**config.mk**
```make
export PLATFORM = sky130hd
export DESIGN_NAME = uart_rx_peripheral
export DESIGN_NICKNAME = d
export VERILOG_FILES = /design/src/rtl/uart_rx_peripheral.sv
export SDC_FILE = /design/constraint.sdc
export NUM_CORES = 1
export LEC_CHECK = 0
export ABC_AREA = 1
export BUFFER_PORTS_ARGS = -buffer_cell sky130_fd_sc_hd__buf_4
export CAP_MARGIN = 20
export CELL_PAD_IN_SITES_DETAIL_PLACEMENT = 0
export CELL_PAD_IN_SITES_GLOBAL_PLACEMENT = 2
export CORE_MARGIN = 4
export CORE_UTILIZATION = 34
export DETAILED_ROUTE_END_ITERATION = 7
export GPL_ROUTABILITY_DRIVEN = 0
export PLACE_DENSITY = 0.85
export SYNTH_ARGS = -nofsm -noshare
export SYNTH_HDL_FRONTEND = slang
export SYNTH_SLANG_ARGS = --single-unit
```
**constraint.sdc**
```tcl
create_clock -name clk -period 3.9 [get_ports clk]
set_clock_uncertainty 0.2 [all_clocks]
set_input_delay 0.78 -clock clk [delete_from_list [all_inputs] [get_ports clk]]
set_output_delay 0.78 -clock clk [all_outputs]
set_load 0.02 [all_outputs]
```
**src/rtl/uart_rx_peripheral.sv**
```systemverilog
// UART receiver for the SoC memory-mapped RX path: 8N1 deserialiser with ready flag and sticky errors.
// Define UART_RX_PARITY_EN to receive 8E1 frames and expose parity_err.
module uart_rx_peripheral #(
    parameter int CLKS_PER_BIT = 434
) (
    input  logic        clk,
    input  logic        rst,
    input  logic        rx,
    input  logic        rx_clear,
    output logic [31:0] rx_data,
    output logic        rx_flag,
    output logic        frame_err,
    output logic        overrun,
`ifdef UART_RX_PARITY_EN
    output logic        parity_err,
`endif
    output logic        busy
);
    localparam int CW = $clog2(CLKS_PER_BIT);
    localparam logic [CW-1:0] HALF_M1 = CW'(CLKS_PER_BIT / 2 - 1);
    localparam logic [CW-1:0] BIT_M1  = CW'(CLKS_PER_BIT - 1);

`ifdef UART_RX_PARITY_EN
    typedef enum logic [2:0] {IDLE, START, DATA, PARITY, STOP} state_t;
`else
    typedef enum logic [1:0] {IDLE, START, DATA, STOP} state_t;
`endif

    state_t          state, next_state;
    logic            rx_meta, rx_s, rx_prev;
    logic [CW-1:0]   baud_cnt, baud_next;
    logic [2:0]      bit_cnt, bit_next;
    logic [7:0]      shift_q, data_q;
    logic            start_edge, shift_en, stop_sample, stop_good, stop_bad;

    assign start_edge = rx_prev & ~rx_s;
    assign stop_good  = stop_sample & rx_s;
    assign stop_bad   = stop_sample & ~rx_s;
    assign rx_data    = {24'h0, data_q};
    assign busy       = (state != IDLE);

    always_ff @(posedge clk or posedge rst) begin
        if (rst) begin
            rx_meta <= 1'b1;
            rx_s    <= 1'b1;
            rx_prev <= 1'b1;
        end else begin
            rx_meta <= rx;
            rx_s    <= rx_meta;
            rx_prev <= rx_s;
        end
    end

    always_ff @(posedge clk or posedge rst) begin
        if (rst) begin
            state    <= IDLE;
            baud_cnt <= '0;
            bit_cnt  <= '0;
            shift_q  <= '0;
        end else begin
            state    <= next_state;
            baud_cnt <= baud_next;
            bit_cnt  <= bit_next;
            if (shift_en)
                shift_q <= {rx_s, shift_q[7:1]};
        end
    end

`ifdef UART_RX_PARITY_EN
    logic par_sample;
`endif

    always_comb begin
        next_state  = state;
        baud_next   = baud_cnt + 1'b1;
        bit_next    = bit_cnt;
        shift_en    = 1'b0;
        stop_sample = 1'b0;
`ifdef UART_RX_PARITY_EN
        par_sample  = 1'b0;
`endif
        case (state)
            IDLE: begin
                baud_next = '0;
                // The edge cycle itself is tick 0 of the start bit, so the
                // start sample lands CLKS_PER_BIT/2-1 cycles after it.
                if (start_edge) begin
                    next_state = START;
                    baud_next  = CW'(1);
                end
            end
            START: begin
                if (baud_cnt == HALF_M1) begin
                    baud_next = '0;
                    bit_next  = '0;
                    next_state = rx_s ? IDLE : DATA;
                end
            end
            DATA: begin
                if (baud_cnt == BIT_M1) begin
                    shift_en  = 1'b1;
                    baud_next = '0;
                    bit_next  = bit_cnt + 1'b1;
                    if (bit_cnt == 3'd7)
`ifdef UART_RX_PARITY_EN
                        next_state = PARITY;
`else
                        next_state = STOP;
`endif
                end
            end
`ifdef UART_RX_PARITY_EN
            PARITY: begin
                if (baud_cnt == BIT_M1) begin
                    par_sample = 1'b1;
                    baud_next  = '0;
                    next_state = STOP;
                end
            end
`endif
            STOP: begin
                if (baud_cnt == BIT_M1) begin
                    stop_sample = 1'b1;
                    next_state  = IDLE;
                end
            end
            default: next_state = IDLE;
        endcase
    end

    // Status bits: a good stop sample outranks a coincident rx_clear.
    always_ff @(posedge clk or posedge rst) begin
        if (rst) begin
            data_q    <= '0;
            rx_flag   <= 1'b0;
            frame_err <= 1'b0;
            overrun   <= 1'b0;
        end else begin
            if (stop_good)
                data_q <= shift_q;
            rx_flag   <= stop_good | (rx_flag & ~rx_clear);
            overrun   <= (stop_good & rx_flag & ~rx_clear) | (overrun & ~rx_clear);
            frame_err <= stop_bad | (frame_err & ~rx_clear);
        end
    end

`ifdef UART_RX_PARITY_EN
    always_ff @(posedge clk or posedge rst) begin
        if (rst)
            parity_err <= 1'b0;
        else
            parity_err <= (par_sample & (^{shift_q, rx_s})) | (parity_err & ~rx_clear);
    end
`endif
endmodule

```
==> results_dict.tcl <==
set metrics [dict create \
    vias 1255 \
    syn_inst 215 \
    synthesis.area_um2 1860 \
    track_usage_pct 11.0 \
    endpoint_kind "output pin" \
    drt-total-wl_mm 3.27 \
    synth.top_cell.area_share_pct 44.4 \
    die_y_um 82.0 \
    remaining_drc_errors 0 \
    worstPathRequired_ns 2.92 \
    max_clock_freq_mhz 485 \
    area_delta_synth_final_pct 10.7 \
    ys_ff_latch 36 \
    clock_latency_ns 0.28 \
    min_period_ns 2.06 \
    wl_per_cell_um 10.7 \
    root_buffer "clkbuf_8" \
    path_class "reg2out" \
    hold_ws_ns 0.155 \
    die_w_um 82.0 \
    hpwlAfterDp_mm 2.41 \
    ys_warn_count 0 \
    tritoncts "yes" \
    layout_setup_ws_ns 1.84 \
    cts_hold_buffers 0 \
    io_pins 40 \
    synth_edf_count 0 \
    seqPwrFrac_pct 44.2 \
    hold_viol 0 \
    numCtsBuffers 5 \
    start_kind "register" \
    num_rows 26 \
    grt_pass1_wl_mm 5.66 \
    intPower_mw 0.661 \
    drtIter0Drc 58 \
    fin_nets 244 \
    drt_pass1_iterations 4 \
    io_buffers 15 \
    htree_num_levels 2 \
    antennaDiodeCount 0 \
    synth_top_area_cell "dfrtp_1" \
    finalMaxSlewViolations 0 \
    maxCapViolCount 0 \
    cts.sinks 36 \
    yosysUniqueCellTypes 29 \
    postCtsSetupBuffers 0 \
    yosysSeqAreaShare_pct 48.7 \
    drive_gt1_share_pct 17.8 \
    layout_common_cells "52 x nand2_1, 35 x inv_1, 33 x dfrtp_1" \
    p_leak_nw 1.09 \
    overflow 0 \
    viasPerCell 4.10 \
    clockPowerShare_pct 32.7 \
    power_density_nw_per_um2 477 \
    p_comb_share_pct 23.1 \
    status "finished, final reports clean" \
    clk_pin_slew_worst_paths_ns 0.06 \
    crit_fanout 5 \
    grt_max_degree 37 \
    start_util_pct 35.7 \
    min_path_type "reg2reg" \
    cts_resized 0 \
    grt_pass1_vias 1185 \
    die_area_um2 6720 \
    dp_worst_setup_slack_ns 1.95 \
    critPathArrivalTime_ns 1.08 \
    setup_violations 0 \
    antenna_found_initial 0 \
    cts.path.max_buffers 2 \
    ant_nets 0 \
    p_sw_share_pct 32.7 \
    core_area_um2 5200 \
    synth.avg_cell_area_um2 8.65 \
    fin_crit_sh_pct 52.9 \
    layout_commonest_cell "nand2_1" \
    synthTopCellsByArea "dfrtp_1 44%, nand2_1 10%, buf_4 9.7%" \
    tns_ns 0 \
    vdd_ir_drop_max_uv 216 \
    rsz0062_at_grt "no" \
    ys.flop_type "dfrtp_1" \
    async_flop_share_pct 100 \
    p_switching_mw 0.321 \
]
Yosys cell counts (3+ instances only):
library cell,n
nand3_1,8
nand2_1,52
o21ai_0,3
o21ai_1,8
inv_1,35
dfrtp_1,33
nor2_1,13
ha_1,5
o21ai_2,7
buf_4,24
nand2_2,3
dfstp_2,3
final timing paths:
check                       startpoint         end  slack [ns]  cells past startpoint
setup / recovery              state[0]        busy        1.84                      3
setup reg to reg           baud_cnt[1]  bit_cnt[2]        1.93                     11
max in group asynchronous          rst     rx_meta        2.74                      3
hold / removal                 rx_meta        rx_s        0.16                      0
hold reg to reg                rx_meta        rx_s        0.16                      0
min in group asynchronous          rst     overrun        0.39                      3
state kept, by name, indices dropped and copies added (netlist names), named ones only:
| signal | flops |
|---|---|
| rx_prev | 1 |
| baud_cnt | 9 |
| rx_meta | 1 |
| state | 1 |
| bit_cnt | 3 |
| frame_err | 1 |
| shift_q | 8 |
| rx_s | 1 |
| data_q | 8 |
| rx_flag | 1 |
| overrun | 1 |
worst max-delay path, stage by stage (launching register included):
cell     delay [ns]
dfrtp_1        0.42
nor2_1         0.15
inv_1          0.08
buf_4          0.16
metrics by stage:
stage / cells / area [um^2] / util [%] / total power, mW
2_1_floorplan: 238 / 1950 / - / 0.628
3_3_place_gp: 298 / 1950 / 37.5 / 0.673
3_5_place_dp: 298 / 1950 / 37.5 / 0.672
4_1_cts: 306 / 2060 / 39.5 / 0.999
5_1_grt: 306 / 2060 / 39.5 / 1.05
6_report: 306 / 2060 / 39.5 / 0.982
cells by family after synthesis:
group | after synthesis | synth area share, %
fa+ha+maj | 5 | 3.36
mux | 1 | 0.538
buf+inv | 63 | 18.4
other cells | 1 | 0.202
compound gates | 23 | 7.94
flops | 36 | 48.7
simple gates | 84 | 20.0
xor+xnor | 2 | 0.942
power groups by stage:
stage	Sequential [mW]	Clock, mW	Combinational, mW
final	0.434	0.322	0.227
after detailed placement	0.441	0	0.231
after global routing	0.439	0.345	0.268
after CTS	0.434	0.332	0.233
after floorplan	0.433	0	0.195
after global placement	0.440	0	0.233
area by class of cell:
cell class              count  area, um^2
well taps                  70        87.6
repair buffers             16         120
flip-flops and latches     36         905
multi-input cells         139         699
inverters                  37         139
fillers                   539        3150
clock buffers               6        72.6
clock inverters             2        35.0
per-layer routing:
layer  track usage [%]  vias to the layer above  routed length (um)
met1              14.0                      573                1480
met2              17.5                       28                1580
li1                  -                      649                   -
met4              4.49                        0                  46
met3              3.07                        5                 160
met5                 0                        -                   0
No activity file was read; power rests on OpenSTA's default activity.
